==> src/rtl/spi_arb_pkg.sv <==
// Shared definitions for the SPI bus arbiter slice.
// Holds the arbiter state encoding, default sizing values and a helper that
// returns a safe index/counter width for a given range.
package spi_arb_pkg;

  typedef enum logic [1:0] {
    IDLE   = 2'd0,
    LAUNCH = 2'd1,
    BUSY   = 2'd2,
    GAP    = 2'd3
  } arb_state_e;

  localparam int unsigned DATA_W_DEF  = 8;
  localparam int unsigned CS_GAP_DEF  = 4;
  localparam int unsigned TIMEOUT_DEF = 1024;

  // Watchdog counter width for the default timeout.
  localparam int unsigned CNT_W_DEF = $clog2(TIMEOUT_DEF);

  // Width needed to hold values 0..n-1, never less than one bit.
  function automatic int unsigned idx_width(input int unsigned n);
    return (n > 1) ? $clog2(n) : 1;
  endfunction

endpackage

==> src/rtl/spi_bus_arbiter_rr_arbiter.sv <==
// Combinational round-robin arbiter, reusable for any shared resource.
// Ports:
//   req_i   - request vector, one bit per requester
//   ptr_i   - index that has highest priority this round
//   gnt_o   - one-hot winner (all zero when nothing is requested)
//   valid_o - at least one request is pending
module rr_arbiter
  import spi_arb_pkg::*;
#(
  parameter int unsigned NUM_REQ = 2,
  parameter int unsigned PTR_W   = idx_width(NUM_REQ)
) (
  input  logic [NUM_REQ-1:0] req_i,
  input  logic [PTR_W-1:0]   ptr_i,
  output logic [NUM_REQ-1:0] gnt_o,
  output logic               valid_o
);

  int               sum;
  logic [PTR_W-1:0] idx;

  // Scan from the pointer upwards, wrapping, and keep the first hit.
  always_comb begin
    gnt_o   = '0;
    valid_o = 1'b0;
    sum     = 0;
    idx     = '0;
    for (int i = 0; i < int'(NUM_REQ); i++) begin
      sum = int'(ptr_i) + i;
      if (sum >= int'(NUM_REQ)) sum = sum - int'(NUM_REQ);
      idx = PTR_W'(sum);
      if (!valid_o && req_i[idx]) begin
        gnt_o[idx] = 1'b1;
        valid_o    = 1'b1;
      end
    end
  end

endmodule

==> src/rtl/spi_bus_arbiter.sv <==
// Shares one SPI master between NUM_REQ requesters, one transaction at a time.
// Sequences the master start/ready handshake, owns chip-select, enforces a
// minimum chip-select high gap and aborts hung transfers with a watchdog.
// Ports:
//   clk_i, rstn_i            - clock, asynchronous active-low reset
//   req_i/rw_i/wdata_i       - per-requester request, direction, write word
//   gnt_o/done_o/err_o       - per-requester grant, completion, timeout pulse
//   rdata_o                  - word read back, valid with done_o
//   spi_rw_o/spi_data_o      - latched direction/word presented to the master
//   spi_start_o/spi_ready_i  - start request to / idle status from the master
//   spi_rdata_i              - received word from the master
//   cs_n_o                   - slave chip-select, active low
module spi_bus_arbiter
  import spi_arb_pkg::*;
#(
  parameter int unsigned NUM_REQ = 2,
  parameter int unsigned DATA_W  = DATA_W_DEF,
  parameter int unsigned CS_GAP  = CS_GAP_DEF,
  parameter int unsigned TIMEOUT = TIMEOUT_DEF
) (
  input  logic                      clk_i,
  input  logic                      rstn_i,
  input  logic [NUM_REQ-1:0]        req_i,
  input  logic [NUM_REQ-1:0]        rw_i,
  input  logic [NUM_REQ*DATA_W-1:0] wdata_i,
  output logic [NUM_REQ-1:0]        gnt_o,
  output logic [NUM_REQ-1:0]        done_o,
  output logic [NUM_REQ-1:0]        err_o,
  output logic [DATA_W-1:0]         rdata_o,
  output logic                      spi_rw_o,
  output logic [DATA_W-1:0]         spi_data_o,
  output logic                      spi_start_o,
  input  logic                      spi_ready_i,
  input  logic [DATA_W-1:0]         spi_rdata_i,
  output logic                      cs_n_o
);

  localparam int unsigned PTR_W = idx_width(NUM_REQ);
  // One counter serves both the watchdog and the chip-select gap.
  localparam int unsigned CNT_W = idx_width((TIMEOUT > CS_GAP) ? TIMEOUT : CS_GAP);
  localparam logic [CNT_W-1:0] TO_LAST  = CNT_W'(TIMEOUT - 1);
  localparam logic [CNT_W-1:0] GAP_LAST = CNT_W'(CS_GAP - 1);
  localparam logic [PTR_W-1:0] PTR_LAST = PTR_W'(NUM_REQ - 1);

  arb_state_e          state_q, state_d;
  logic [NUM_REQ-1:0]  gnt_q, gnt_d;
  logic [NUM_REQ-1:0]  done_q, done_d;
  logic [NUM_REQ-1:0]  err_q, err_d;
  logic [DATA_W-1:0]   rdata_q, rdata_d;
  logic                rw_q, rw_d;
  logic [DATA_W-1:0]   data_q, data_d;
  logic                cs_n_q, cs_n_d;
  logic [PTR_W-1:0]    ptr_q, ptr_d;
  logic [PTR_W-1:0]    win_q, win_d;
  logic [CNT_W-1:0]    cnt_q, cnt_d;

  logic [NUM_REQ-1:0]  arb_gnt;
  logic                arb_valid;
  logic [PTR_W-1:0]    sel_idx;
  logic                sel_rw;
  logic [DATA_W-1:0]   sel_data;
  logic [PTR_W-1:0]    ptr_next;

  rr_arbiter #(
    .NUM_REQ (NUM_REQ),
    .PTR_W   (PTR_W)
  ) u_rr_arbiter (
    .req_i   (req_i),
    .ptr_i   (ptr_q),
    .gnt_o   (arb_gnt),
    .valid_o (arb_valid)
  );

  // Turn the one-hot winner into an index and pick its direction and word.
  always_comb begin
    sel_idx  = '0;
    sel_rw   = 1'b0;
    sel_data = '0;
    for (int k = 0; k < int'(NUM_REQ); k++) begin
      if (arb_gnt[k]) begin
        sel_idx  = PTR_W'(k);
        sel_rw   = rw_i[k];
        sel_data = wdata_i[k*DATA_W +: DATA_W];
      end
    end
  end

  assign ptr_next = (win_q == PTR_LAST) ? '0 : win_q + 1'b1;

  always_ff @(posedge clk_i or negedge rstn_i) begin
    if (!rstn_i) begin
      state_q <= IDLE;
      gnt_q   <= '0;
      done_q  <= '0;
      err_q   <= '0;
      rdata_q <= '0;
      rw_q    <= 1'b0;
      data_q  <= '0;
      cs_n_q  <= 1'b1;
      ptr_q   <= '0;
      win_q   <= '0;
      cnt_q   <= '0;
    end else begin
      state_q <= state_d;
      gnt_q   <= gnt_d;
      done_q  <= done_d;
      err_q   <= err_d;
      rdata_q <= rdata_d;
      rw_q    <= rw_d;
      data_q  <= data_d;
      cs_n_q  <= cs_n_d;
      ptr_q   <= ptr_d;
      win_q   <= win_d;
      cnt_q   <= cnt_d;
    end
  end

  // Normal completion in BUSY wins over a watchdog expiry in the same cycle.
  always_comb begin
    state_d = state_q;
    gnt_d   = gnt_q;
    done_d  = '0;
    err_d   = '0;
    rdata_d = rdata_q;
    rw_d    = rw_q;
    data_d  = data_q;
    cs_n_d  = cs_n_q;
    ptr_d   = ptr_q;
    win_d   = win_q;
    cnt_d   = cnt_q;
    unique case (state_q)
      IDLE: begin
        if (arb_valid && spi_ready_i) begin
          gnt_d   = arb_gnt;
          win_d   = sel_idx;
          rw_d    = sel_rw;
          data_d  = sel_data;
          cs_n_d  = 1'b0;
          cnt_d   = '0;
          state_d = LAUNCH;
        end
      end
      LAUNCH: begin
        if (cnt_q == TO_LAST) begin
          state_d = GAP;
          done_d  = gnt_q;
          err_d   = gnt_q;
        end else begin
          cnt_d = cnt_q + 1'b1;
          if (!spi_ready_i) state_d = BUSY;
        end
      end
      BUSY: begin
        if (spi_ready_i) begin
          state_d = GAP;
          done_d  = gnt_q;
          rdata_d = spi_rdata_i;
        end else if (cnt_q == TO_LAST) begin
          state_d = GAP;
          done_d  = gnt_q;
          err_d   = gnt_q;
        end else begin
          cnt_d = cnt_q + 1'b1;
        end
      end
      GAP: begin
        if (cnt_q == GAP_LAST) begin
          state_d = IDLE;
          cnt_d   = '0;
        end else begin
          cnt_d = cnt_q + 1'b1;
        end
      end
      default: state_d = IDLE;
    endcase
    // Every way into GAP releases the bus and advances the pointer.
    if ((state_q != GAP) && (state_d == GAP)) begin
      gnt_d  = '0;
      cs_n_d = 1'b1;
      cnt_d  = '0;
      ptr_d  = ptr_next;
    end
  end

  assign gnt_o       = gnt_q;
  assign done_o      = done_q;
  assign err_o       = err_q;
  assign rdata_o     = rdata_q;
  assign spi_rw_o    = rw_q;
  assign spi_data_o  = data_q;
  assign spi_start_o = (state_q == LAUNCH);
  assign cs_n_o      = cs_n_q;

endmodule

==> config.mk <==
export PLATFORM = sky130hd
export DESIGN_NAME = spi_bus_arbiter
export DESIGN_NICKNAME = d
export VERILOG_FILES = /design/src/rtl/spi_arb_pkg.sv /design/src/rtl/spi_bus_arbiter_rr_arbiter.sv /design/src/rtl/spi_bus_arbiter.sv
export SDC_FILE = /design/constraint.sdc
export NUM_CORES = 1
export LEC_CHECK = 0
export CELL_PAD_IN_SITES_DETAIL_PLACEMENT = 1
export CELL_PAD_IN_SITES_GLOBAL_PLACEMENT = 1
export CORE_ASPECT_RATIO = 1.75
export CORE_MARGIN = 5
export CORE_UTILIZATION = 38
export DETAILED_ROUTE_END_ITERATION = 8
export PLACE_DENSITY = 0.82
export SYNTH_ARGS = -nofsm -noshare
export SYNTH_HDL_FRONTEND = slang
export SYNTH_HIERARCHICAL = 1
export SYNTH_SLANG_ARGS = --single-unit
==> constraint.sdc <==
create_clock -name clk_i -period 4.3 [get_ports clk_i]
set_clock_uncertainty 0.15 [all_clocks]
set_input_delay 0.43 -clock clk_i [delete_from_list [all_inputs] [get_ports clk_i]]
set_output_delay 0.43 -clock clk_i [all_outputs]
set_load 0.01 [all_outputs]
== Word level (Yosys, flattened, before mapping) ==
Index checks and enable logic that the tools add are counted.
Storage, ports and cells
  input port bits: 31
  word-level logic and storage cells: 89
  output and inout port bits: 25
  flip-flop bits (word level): 38
Cells by class
  magnitude comparators: 6
  equality and inequality tests: 9
  $add $sub $neg: 5
  bitwise operators: 1
  reduce and logical (&&, ||, !) cells: 13
  multiplexer cells: 44
Operators with widths (count)
  $mux 10: 5
  $pmux 10 s4: 1
  $mux 2: 14
  $mux 1: 17
  $mux 8: 2
  $add 10x1->10 const B: 1
  $eq 10x10->1 const B: 1
  $eq 10x2->1 const B: 1
  $pmux 2 s2: 2
  $pmux 2 s4: 1
  $reduce_and 2->1: 4
  $eq 2x2->1 const B: 3
  $ne 3x3->1 const B: 2
  $logic_and 1x1->1: 5
  $lt 1x2->1 const B: 2
  $reduce_bool 2->1: 2
  $add 1x1->2 const B: 1
  $demux 1 s1: 2
  $eq 2x1->1 const B: 1
  $ge 1x1->1 const B: 2
  $ge 1x2->1 const B: 1
  $ge 2x2->1 const B: 1
  $logic_not 2->1: 1
  $ne 2x2->1 const B: 1
  4 further kinds: 5

== Logic depth before layout (Yosys ltp) ==
  depth in word-level cells: 15
  depth in mapped cells: 9
  depth with buffers taken out: 7

== Modules after synthesis ==
Netlist, hierarchy kept.
By module, submodules not included
  spi_bus_arbiter: cells each 196, seq. area each 952.2 sq um, times used 1, area an instance 1941.9 sq um
  rr_arbiter: cells each 4, seq. area each 0.0 sq um, times used 1, area an instance 25.0 sq um

== Worst setup path after synthesis ==
Ideal clock, no wire load.
  kind: reg-to-reg
  from: register state_q[1]
  to: register cnt_q[8]
  arrival: 1987 ps
  clock period less this slack: 2262 ps
  cell stages (with the launch flop): 9
  path slack: 2038 ps
  cell sequence: dfrtp_1 -> inv_1 -> ha_1 -> nor2_1 -> o41a_1 -> a21boi_4 -> nor4_4 -> buf_6 -> nor3_1
On the way
  elaborated cells on any way between the ends: 19
  those cells by class: eq/ne: 7; mux: 9; reduce/logical: 3
RTL lines
  from (decl): line spi_bus_arbiter.sv:45  | arb_state_e state_q, state_d;
  from (signal assigned): line spi_bus_arbiter.sv:104  | state_q <= state_d;
  $eq 2x1->1 (*)
  via spi_start_o: line spi_bus_arbiter.sv:32  | output logic spi_start_o,
  $pmux 2 s4: line spi_bus_arbiter.sv:131  | unique case (state_q)
  $eq 2x2->1: line spi_bus_arbiter.sv:177  | if ((state_q != GAP) && (state_d == GAP)) begin
  $logic_and 1x1->1: line spi_bus_arbiter.sv:177
  $ne 3x3->1 (no line)
  $reduce_and 2->1 (no line)
  to (signal assigned): line spi_bus_arbiter.sv:114  | cnt_q <= cnt_d;
  to (decl): line spi_bus_arbiter.sv:55  | logic [CNT_W-1:0] cnt_q, cnt_d;
The timed path passes the listed nets; every way through them passes the cells marked *.
A chain may end at the register's enable or synchronous reset.

== Worst setup path after layout ==
  from: register state_q[1]
  to: register ptr_q
On the way
  cells in the longest elaborated chain, start to end: 5
  elaborated cells on any way between the ends: 14
  those cells by class: eq/ne: 5; mux: 7; reduce/logical: 2
Ends and longest elaborated chain
  $mux 2, on equally long branches: line spi_bus_arbiter.sv:158, spi_bus_arbiter.sv:150
  $mux 2, on equally long branches: line spi_bus_arbiter.sv:154, spi_bus_arbiter.sv:144
  $pmux 2 s4: line spi_bus_arbiter.sv:131
  $eq 2x2->1: line spi_bus_arbiter.sv:177
  $logic_and 1x1->1 (*): line spi_bus_arbiter.sv:177
  to (signal assigned): line spi_bus_arbiter.sv:112  | ptr_q <= ptr_d;
  to (decl): line spi_bus_arbiter.sv:53  | logic [PTR_W-1:0] ptr_q, ptr_d;
Every way passes the cells marked *; elsewhere a longest branch is shown, timed or not.

==> run_results.csv <==
group,metric,value,unit
outcome,status,"finished clean",
worst_setup_path,slowest_stage,"nor4_4",
floorplan,rows,34,
routing,first_pass_iters,4,
power,p_leak,0.00111,uW
cts,cts_setup_buffers,0,
final_layout,n_fill_cell,589,
worst_setup_path,critPathCapture,"ptr_q$_DFFE_PN0N_",
final_layout,syn2layout_area_growth,36.0,%
worst_setup_path,r2r_slack,1420,ps
cts,clk_pin_slew,80,ps
cts,cts_tree,"built",
global_routing,grt_pass1_vias,1945,
timing,finalSetupTns,0,ps
flow_run,maxCapViolCount,0,
worst_setup_path,start_kind,"flip-flop",
power,pwr_density_cell,611,mW/mm^2
routing,via_count,1745,
yosys,ys_async_sr_fraction,100,%
floorplan,pin_count,56,
cts,clockBufferDepth,2,
cts,cts_root_buf,"clkbuf_8",
final_layout,multiInputGateArea,937,um^2
worst_setup_path,path_depth,7,
timing,clock.fmax,347,MHz
cts,cts.htree.levels,2,
worst_setup_path,rr_startpoint,"state_q[1]$_DFF_PN0_",
global_routing,grt_util_all_layers,17.7,%
timing,rsz0062_at_grt,"false",
routing,drtIter0Drc,57,
yosys,synth_edf_count,0,
final_layout,final_layout_size_suffix_gt1_share,11.1,%
global_routing,grt_max_degree,39,
final_layout,final_common_cell,"clkdlybuf4s50_1",
final_layout,final_cell_mix,"54 x clkdlybuf4s50_1, 37 x dfrtp_1, 30 x nand2_1",
timing,tightest_slew,895,ps
timing,whs,93.2,ps
worst_setup_path,critPathMaxStageDelay,780,ps
timing,maxSlewViolCount,0,
yosys,syn_area,0.00197,mm^2
yosys,synth_seq_area_share,48.4,%
yosys,synth_cell_types,46,
cts,cts-buffers-inserted,5,
worst_setup_path,worstReg2RegEnd,"ptr_q$_DFFE_PN0N_",
routing,via_per_inst,5.68,
timing,hold_viol,0,
timing,finalCritPeriodShare,67.0,%
yosys,ys_warn_count,6,
timing,slew_headroom,40.2,%
place,dpl.cell_count,299,
worst_setup_path,critPathTopFamily,"simple AND/OR/NAND/NOR gates",
final_layout,antennaDiodeCount,0,
timing,min_period,2880,ps
floorplan,core_area,0.00502,mm^2
cts,ctsResizeCount,0,
worst_setup_path,r2r_cells,7,
worst_hold_path,hp-class,"input port to async pin",
yosys,synth-main-ff-cell,"dfrtp_1",
worst_setup_path,path_cells,"inv_1 -> ha_1 -> nor2_1 -> o41a_1 -> a21boi_4 -> nor4_4 -> mux2i_1",
floorplan,die_area,0.00677,mm^2
global_routing,antenna_found_initial,0,
cts,clkLatencyLatePin,290,ps
cts,hold_buffers,0,
floorplan,die_h,105,um
power,finalPower,1640,uW
global_routing,grt_pass1_wl,9270,um
place,gp_congestion,0.854,
final_layout,stdcell_count,307,
timing,finalSetupViolations,0,
place,io_buffers,55,
floorplan,start_util,39.2,%
routing,wl_per_cell,17.9,um
worst_setup_path,worstPathRequired,4370,ps
worst_setup_path,worstSetupPathType,"flip-flop to flip-flop",
yosys,avgSynthCellArea,9.83,um^2
worst_setup_path,crit_buf_inv,1,
yosys,syn-num-nets,236,
routing,ant_nets,0,
place,hpwl,4170,um
worst_setup_path,crit_fanout,14,
global_routing,grt_overflow,0,
yosys,syn_inst,200,
cts,cts_num_sinks,38,
final_layout,seqCellArea,952,um^2
routing,drc,0,
floorplan,die_w,64.4,um
power,ir_worst_vdd,333,uV
yosys,ys_ff_latch,38,
worst_setup_path,crit_path_start,"state_q[1]$_DFF_PN0_",
worst_setup_path,crit_path_end_kind,"flip-flop",
final_layout,nNetsFinal,288,
worst_setup_path,arrival,2950,ps
routing,totalWireLength,5500,um
-- report_power, final --
part	total [uW]	switching [uW]	internal [uW]
logic	709	365	344
registers	547	76.0	471
clock network	380	132	248
-- per-layer routing --
layer  wire (um)  share of wire (%)  up-vias  GRT usage, %
li1            -                  -      825             -
met1        1960                 36      851          18.0
met2        3030                 55       54          32.0
met5           0                  0        -             0
met3         318                5.8       15          4.73
met4         197                3.6        0          9.38
-- cell type report --
type                            instances  area share [%]
Clock buffer                            6            3.09
Timing Repair Buffer                   56            20.7
Tap cell                               54            2.53
Inverter                                6           0.842
Multi-Input combinational cell        145            35.0
Sequential cell                        38            35.6
Clock inverter                          2            2.25
-- per-stage QoR --
step,setup slack (ps),utilization [%],cell area (um^2)
6_report,1420,53.3,2680
3_3_place_gp,1490,50.4,2530
2_1_floorplan,2040,-,1970
3_5_place_dp,1410,50.4,2530
4_1_cts,1400,53.3,2680
5_1_grt,1180,53.3,2680
-- Yosys cell counts, types with 5 or more instances --
cell      count  area (um^2)
nor2_1       14         52.6
ha_1          5         62.6
a21oi_1       8         40.0
nand2_1      30          113
mux2_2        8         90.1
clkbuf_1      6         22.5
dfrtp_1      37          926
a31oi_1       5         31.3
o21ai_0      10         50.1
nand3_1       8         40.0
a22oi_1       9         67.6
inv_1         6         22.5
-- worst min-delay path by stage --
| stage | end | from | slack, ps |
|---|---|---|---|
| global placement | ptr_q$_DFFE_PN0N_ | win_q$_DFFE_PN0P_ | 290 |
| floorplan | cnt_q[0]$_DFFE_PN0P_ | rstn_i | -20 |
| finish | spi_data_o[2]$_DFFE_PN0P_ | rstn_i | 90 |
| global route | spi_data_o[6]$_DFFE_PN0P_ | rstn_i | 180 |
| detailed placement | ptr_q$_DFFE_PN0N_ | win_q$_DFFE_PN0P_ | 300 |
| CTS | cnt_q[3]$_DFFE_PN0P_ | rstn_i | 140 |
-- worst register-to-register path, delay by kind of cell (launching register included) --
family / cells / cell delay (ps)
compound gates: 2 / 630
fa+ha+maj: 1 / 340
buf+inv: 1 / 170
simple gates: 2 / 880
flops: 1 / 400
mux: 1 / 250
-- cells by family after synthesis --
family                   Yosys count  synth area share, %
buffers and inverters             17                 3.94
adder cells (fa/ha/maj)            5                 3.18
flip-flops                        38                 48.4
multiplexers                      11                 6.11
AND/OR/NAND/NOR                   80                 20.9
AO/OA/AOI/OAI                     49                 17.4
-- sequential cells by signal, indices dropped and copies added (netlist names) --
name,cells
cnt_q,10
state_q,2
err_o,2
rdata_o,8
ptr_q,1
spi_data_o,8
done_o,2
spi_rw_o,1
win_q,1
cs_n_o,1
gnt_o,2
(Power assumes the default switching activity.)
